===== src/rtl/stopwatch_pkg.sv =====
// Shared stopwatch types: one-hot control states, BCD digit type and digit limits.
package stopwatch_pkg;

  localparam int BCD_W = 4;

  typedef logic [BCD_W-1:0] bcd_t;

  typedef enum logic [2:0] {
    ST_IDLE    = 3'b100,
    ST_CLEAR   = 3'b010,
    ST_RUNNING = 3'b001
  } state_t;

  function automatic bcd_t digit_max(input logic mod6);
    return mod6 ? bcd_t'(5) : bcd_t'(9);
  endfunction

endpackage


===== src/rtl/bcd_digit.sv =====
// One BCD digit register (mod-10 or mod-6) with carry/borrow ripple for the cascaded counter.
module bcd_digit
  import stopwatch_pkg::*;
(
  input  logic clk,
  input  logic nrst,
  input  logic cin,
  input  logic bin,
  input  logic dir,
  input  logic clr,
  input  logic mod6,
  output bcd_t value,
  output logic cout,
  output logic bout
);

  bcd_t max_val;
  logic up_step;
  logic dn_step;

  assign max_val = digit_max(mod6);
  assign up_step = cin & ~dir;
  assign dn_step = bin & dir;

  // A digit above its max (only after a glitch) is treated as full so it wraps and carries.
  assign cout = up_step & (value >= max_val);
  assign bout = dn_step & (value == '0);

  always_ff @(posedge clk or negedge nrst) begin
    if (!nrst) begin
      value <= '0;
    end else if (clr) begin
      value <= '0;
    end else if (up_step) begin
      value <= (value >= max_val) ? '0 : value + bcd_t'(1);
    end else if (dn_step) begin
      value <= ((value == '0) || (value > max_val)) ? max_val : value - bcd_t'(1);
    end
  end

endmodule


===== src/rtl/bcd_multi_counter.sv =====
// N-digit cascaded BCD stopwatch counter (up/down, per-digit modulus, wrap or saturate).
// Optional lap-hold display freeze is built when the LAP_HOLD_EN macro is defined.
module bcd_multi_counter
  import stopwatch_pkg::*;
#(
  parameter int       NUM_DIGITS = 4,
  parameter logic [7:0] MOD6_MASK = 8'b0000_1010,
  parameter bit       WRAP_UP    = 1'b1
) (
  input  logic                    clk,
  input  logic                    nrst,
  input  logic [2:0]              state,
  input  logic                    sec_pulse,
  input  logic                    down,
`ifdef LAP_HOLD_EN
  input  logic                    lap,
`endif
  output logic [4*NUM_DIGITS-1:0] bcd_o,
  output logic                    enable,
  output logic                    rollover,
  output logic                    at_zero
);

  localparam int W = BCD_W * NUM_DIGITS;

  logic                  is_clear;
  logic                  is_running;
  logic                  tick_run;
  logic                  all_max;
  logic                  up_go;
  logic                  dn_go;
  logic [W-1:0]          live;
  logic [NUM_DIGITS:0]   carry;
  logic [NUM_DIGITS:0]   borrow;
  logic [NUM_DIGITS-1:0] dig_max;
  logic [NUM_DIGITS-1:0] dig_zero;
  logic                  unused_borrow;

  // Anything that is not exactly CLEAR or RUNNING behaves as IDLE.
  assign is_clear   = (state == ST_CLEAR);
  assign is_running = (state == ST_RUNNING);
  assign tick_run   = is_running & sec_pulse;
  assign enable     = ~is_clear;

  assign all_max = &dig_max;
  assign at_zero = &dig_zero;

  // Saturating builds block the step at all-max; countdown stops at zero.
  assign up_go     = tick_run & ~down & (WRAP_UP | ~all_max);
  assign dn_go     = tick_run & down & ~at_zero;
  assign carry[0]  = up_go;
  assign borrow[0] = dn_go;

  assign unused_borrow = borrow[NUM_DIGITS];

  for (genvar g = 0; g < NUM_DIGITS; g++) begin : g_digit
    bcd_digit u_digit (
      .clk   (clk),
      .nrst  (nrst),
      .cin   (carry[g]),
      .bin   (borrow[g]),
      .dir   (down),
      .clr   (is_clear),
      .mod6  (MOD6_MASK[g]),
      .value (live[g*BCD_W +: BCD_W]),
      .cout  (carry[g+1]),
      .bout  (borrow[g+1])
    );

    assign dig_max[g]  = (live[g*BCD_W +: BCD_W] == digit_max(MOD6_MASK[g]));
    assign dig_zero[g] = (live[g*BCD_W +: BCD_W] == '0);
  end

  // A carry out of the top digit only exists on an all-max wrap.
  always_ff @(posedge clk or negedge nrst) begin
    if (!nrst) begin
      rollover <= 1'b0;
    end else begin
      rollover <= carry[NUM_DIGITS];
    end
  end

`ifdef LAP_HOLD_EN
  logic         lap_hold;
  logic [W-1:0] lap_reg;

  // Lap pulses alternate between freezing the display and releasing it.
  always_ff @(posedge clk or negedge nrst) begin
    if (!nrst) begin
      lap_hold <= 1'b0;
      lap_reg  <= '0;
    end else if (is_clear) begin
      lap_hold <= 1'b0;
    end else if (lap) begin
      if (!lap_hold) begin
        lap_reg  <= live;
        lap_hold <= 1'b1;
      end else begin
        lap_hold <= 1'b0;
      end
    end
  end

  assign bcd_o = lap_hold ? lap_reg : live;
`else
  assign bcd_o = live;
`endif

endmodule


===== config.mk =====
export PLATFORM = sky130hd
export DESIGN_NAME = bcd_multi_counter
export DESIGN_NICKNAME = d
export VERILOG_FILES = /design/src/rtl/stopwatch_pkg.sv /design/src/rtl/bcd_digit.sv /design/src/rtl/bcd_multi_counter.sv
export SDC_FILE = /design/constraint.sdc
export NUM_CORES = 1
export LEC_CHECK = 0
export ABC_AREA = 1
export BUFFER_PORTS_ARGS = -buffer_cell sky130_fd_sc_hd__buf_2
export CORE_ASPECT_RATIO = 1.4
export CORE_MARGIN = 5
export CORE_UTILIZATION = 40
export CTS_CLUSTER_DIAMETER = 60
export DETAILED_ROUTE_END_ITERATION = 16
export RECOVER_POWER = 25
export REMOVE_ABC_BUFFERS = 1
export SETUP_SLACK_MARGIN = 0.05
export SYNTH_ARGS = -nofsm -noshare
export SYNTH_HDL_FRONTEND = slang
export SYNTH_HIERARCHICAL = 1
export SYNTH_SLANG_ARGS = --single-unit

===== constraint.sdc =====
create_clock -name clk -period 5 [get_ports clk]
set_input_delay 1.25 -clock clk [delete_from_list [all_inputs] [get_ports clk]]
set_output_delay 1.25 -clock clk [all_outputs]
set_load 0.005 [all_outputs]

==> run summary <==
Run status: finished clean
Final period utilization: 66.8%
CP Max Fanout: 5
Vias: 1,871
Most frequent cells in the layout: nand2_1, inv_1, nor2_1
Postcts setup bufs: 0
Port-buffer cells: 25
Area after DPL: 2300 µm²
R2R Setup Slk: 2.32 ns
Peak supply drop: 196 µV
Max-Cap Viols: 0
Most common cell after layout, fill and taps aside: nand2_1
Drt pass-1 iters: 4
DP HPWL: 3420 µm
Post-CTS resize count: 0
Hold WS: 0.650 ns
Antenna diodes: 0
CTS Buf Count: 3
First DRT Iteration DRCs: 42
Die height: 95.7 µm
Final setup vio count: 0
Routed WL per cell: 10.3 µm
Antenna viol nets, final: 0
R2R cell count: 21
Worst r2r src: g_digit[0].u_digit/value[2]
Total number of yosys warnings: 6
Leakage: 1.35 nW
RR Endpoint: g_digit[3].u_digit/value[3]
Crit. Startpoint: state[0]
Syn-to-layout area delta: 11.7%
Initial antenna violation count: 0
Setup CP Type: in2out
PD cells: 522 nW/µm²
HP Start: g_digit[2].u_digit/value[0]
Number of global-route vias before repair: 1,818
RSZ-0062 raised after global routing: no
Final Skew: 0.00531 ns
Initial core utilization: 40.7%
Clk Latency, worst-skew pair: 0.25 ns
Grt total ovfl: 0
Mapped Area: 2100 µm²
Final net count: 374
Die Area: 6820 µm²
Drt total wl: 4210 µm
Clock buffer depth: 2
Chip Width: 71.3 µm
Vias per inst: 4.59
Largest net degree at the start of global routing: 18
Crit path DAT: 2.09 ns
Row count: 31
Post-route DRC violation count: 0
H-tree lvl count: 1
Core area: 5160 µm²
Layout cells sized above 1: 22.5%
Fillers: 566
CTS Hold Buffers Added: 0
Tmin final: 3.34 ns
Fmax achieved: 299 MHz
# IOs: 26
Setup crit end kind: output port
Required time worst endpoint: 3.75 ns
Clk slew on worst S/H paths: 0.07 ns
CP Capture Point: enable
Clock Sinks: 17
Hold Path Class: reg2reg
CTS tree: built
Final max-slew violation count: 0
Syn avg cell area: 6.84 µm²
Root Driver: clkbuf_8
Slew headroom: 38.1%
Post-placement cell count: 404
Final Hold Viols: 0
Final Cell Area: 2350 µm²
Worst Tran Pin Value: 0.929 ns
First-pass GRT wire length: 7560 µm
CP Launch Type: primary input
Final Wtd Congestion: 0.829
Cell Count, Final, Fillers Out: 408
Setup TNS: 0 ns
Total Routing Usage GR: 13.2%
Synth Instances: 307
Fin util: 45.5%
==> routing by layer <==
layer / vias to the layer above / share of wire (%) / GRT usage, %
met4: 0 / 1.3 / 4.23
met5: - / 0 / 0
met3: 4 / 2.6 / 0.627
met2: 21 / 50 / 25.0
met1: 827 / 46 / 15.8
li1: 1019 / - / -
==> sequential cells by signal, summed over array words and instances, names as in the netlist <==
register	cells
g_digit.u_digit/value	16
rollover	1
==> worst min path at each step <==
stage,end,slack (ns),cells after the start
after floorplan,g_digit[3].u_digit/value[0],0.58,2
after global placement,g_digit[3].u_digit/value[0],0.64,2
after detailed placement,g_digit[2].u_digit/value[0],0.65,2
after CTS,g_digit[2].u_digit/value[0],0.66,2
after global routing,g_digit[2].u_digit/value[0],0.68,2
final,g_digit[2].u_digit/value[0],0.65,2
==> through the flow <==
stage / worst slack, ns / total power (W)
floorplan: 1.92 / 0.000932
CTS: 1.64 / 0.00125
finish: 1.66 / 0.00122
detailed placement: 1.64 / 0.00114
global route: 1.49 / 0.00139
global placement: 1.63 / 0.00113
==> where the power goes <==
part           internal [W]  switching [W]
registers          0.000192       0.000175
clock network     0.0000553      0.0000473
logic              0.000334       0.000420
==> worst max-delay path, stage by stage <==
cell	delay, ns
buf_2	0.10
nor3_1	0.52
inv_1	0.07
buf_2	0.14
==> layout make-up <==
type	count	area, µm²	area share (%)
Multi-Input combinational cell	252	1500	64.1
Clock buffer	3	41.3	1.76
Sequential cell	17	425	18.1
Timing Repair Buffer	25	124	5.28
Tap cell	66	82.6	3.52
Inverter	44	165	7.04
Clock inverter	1	5.00	0.213
Power figures use the tool's default switching activity.
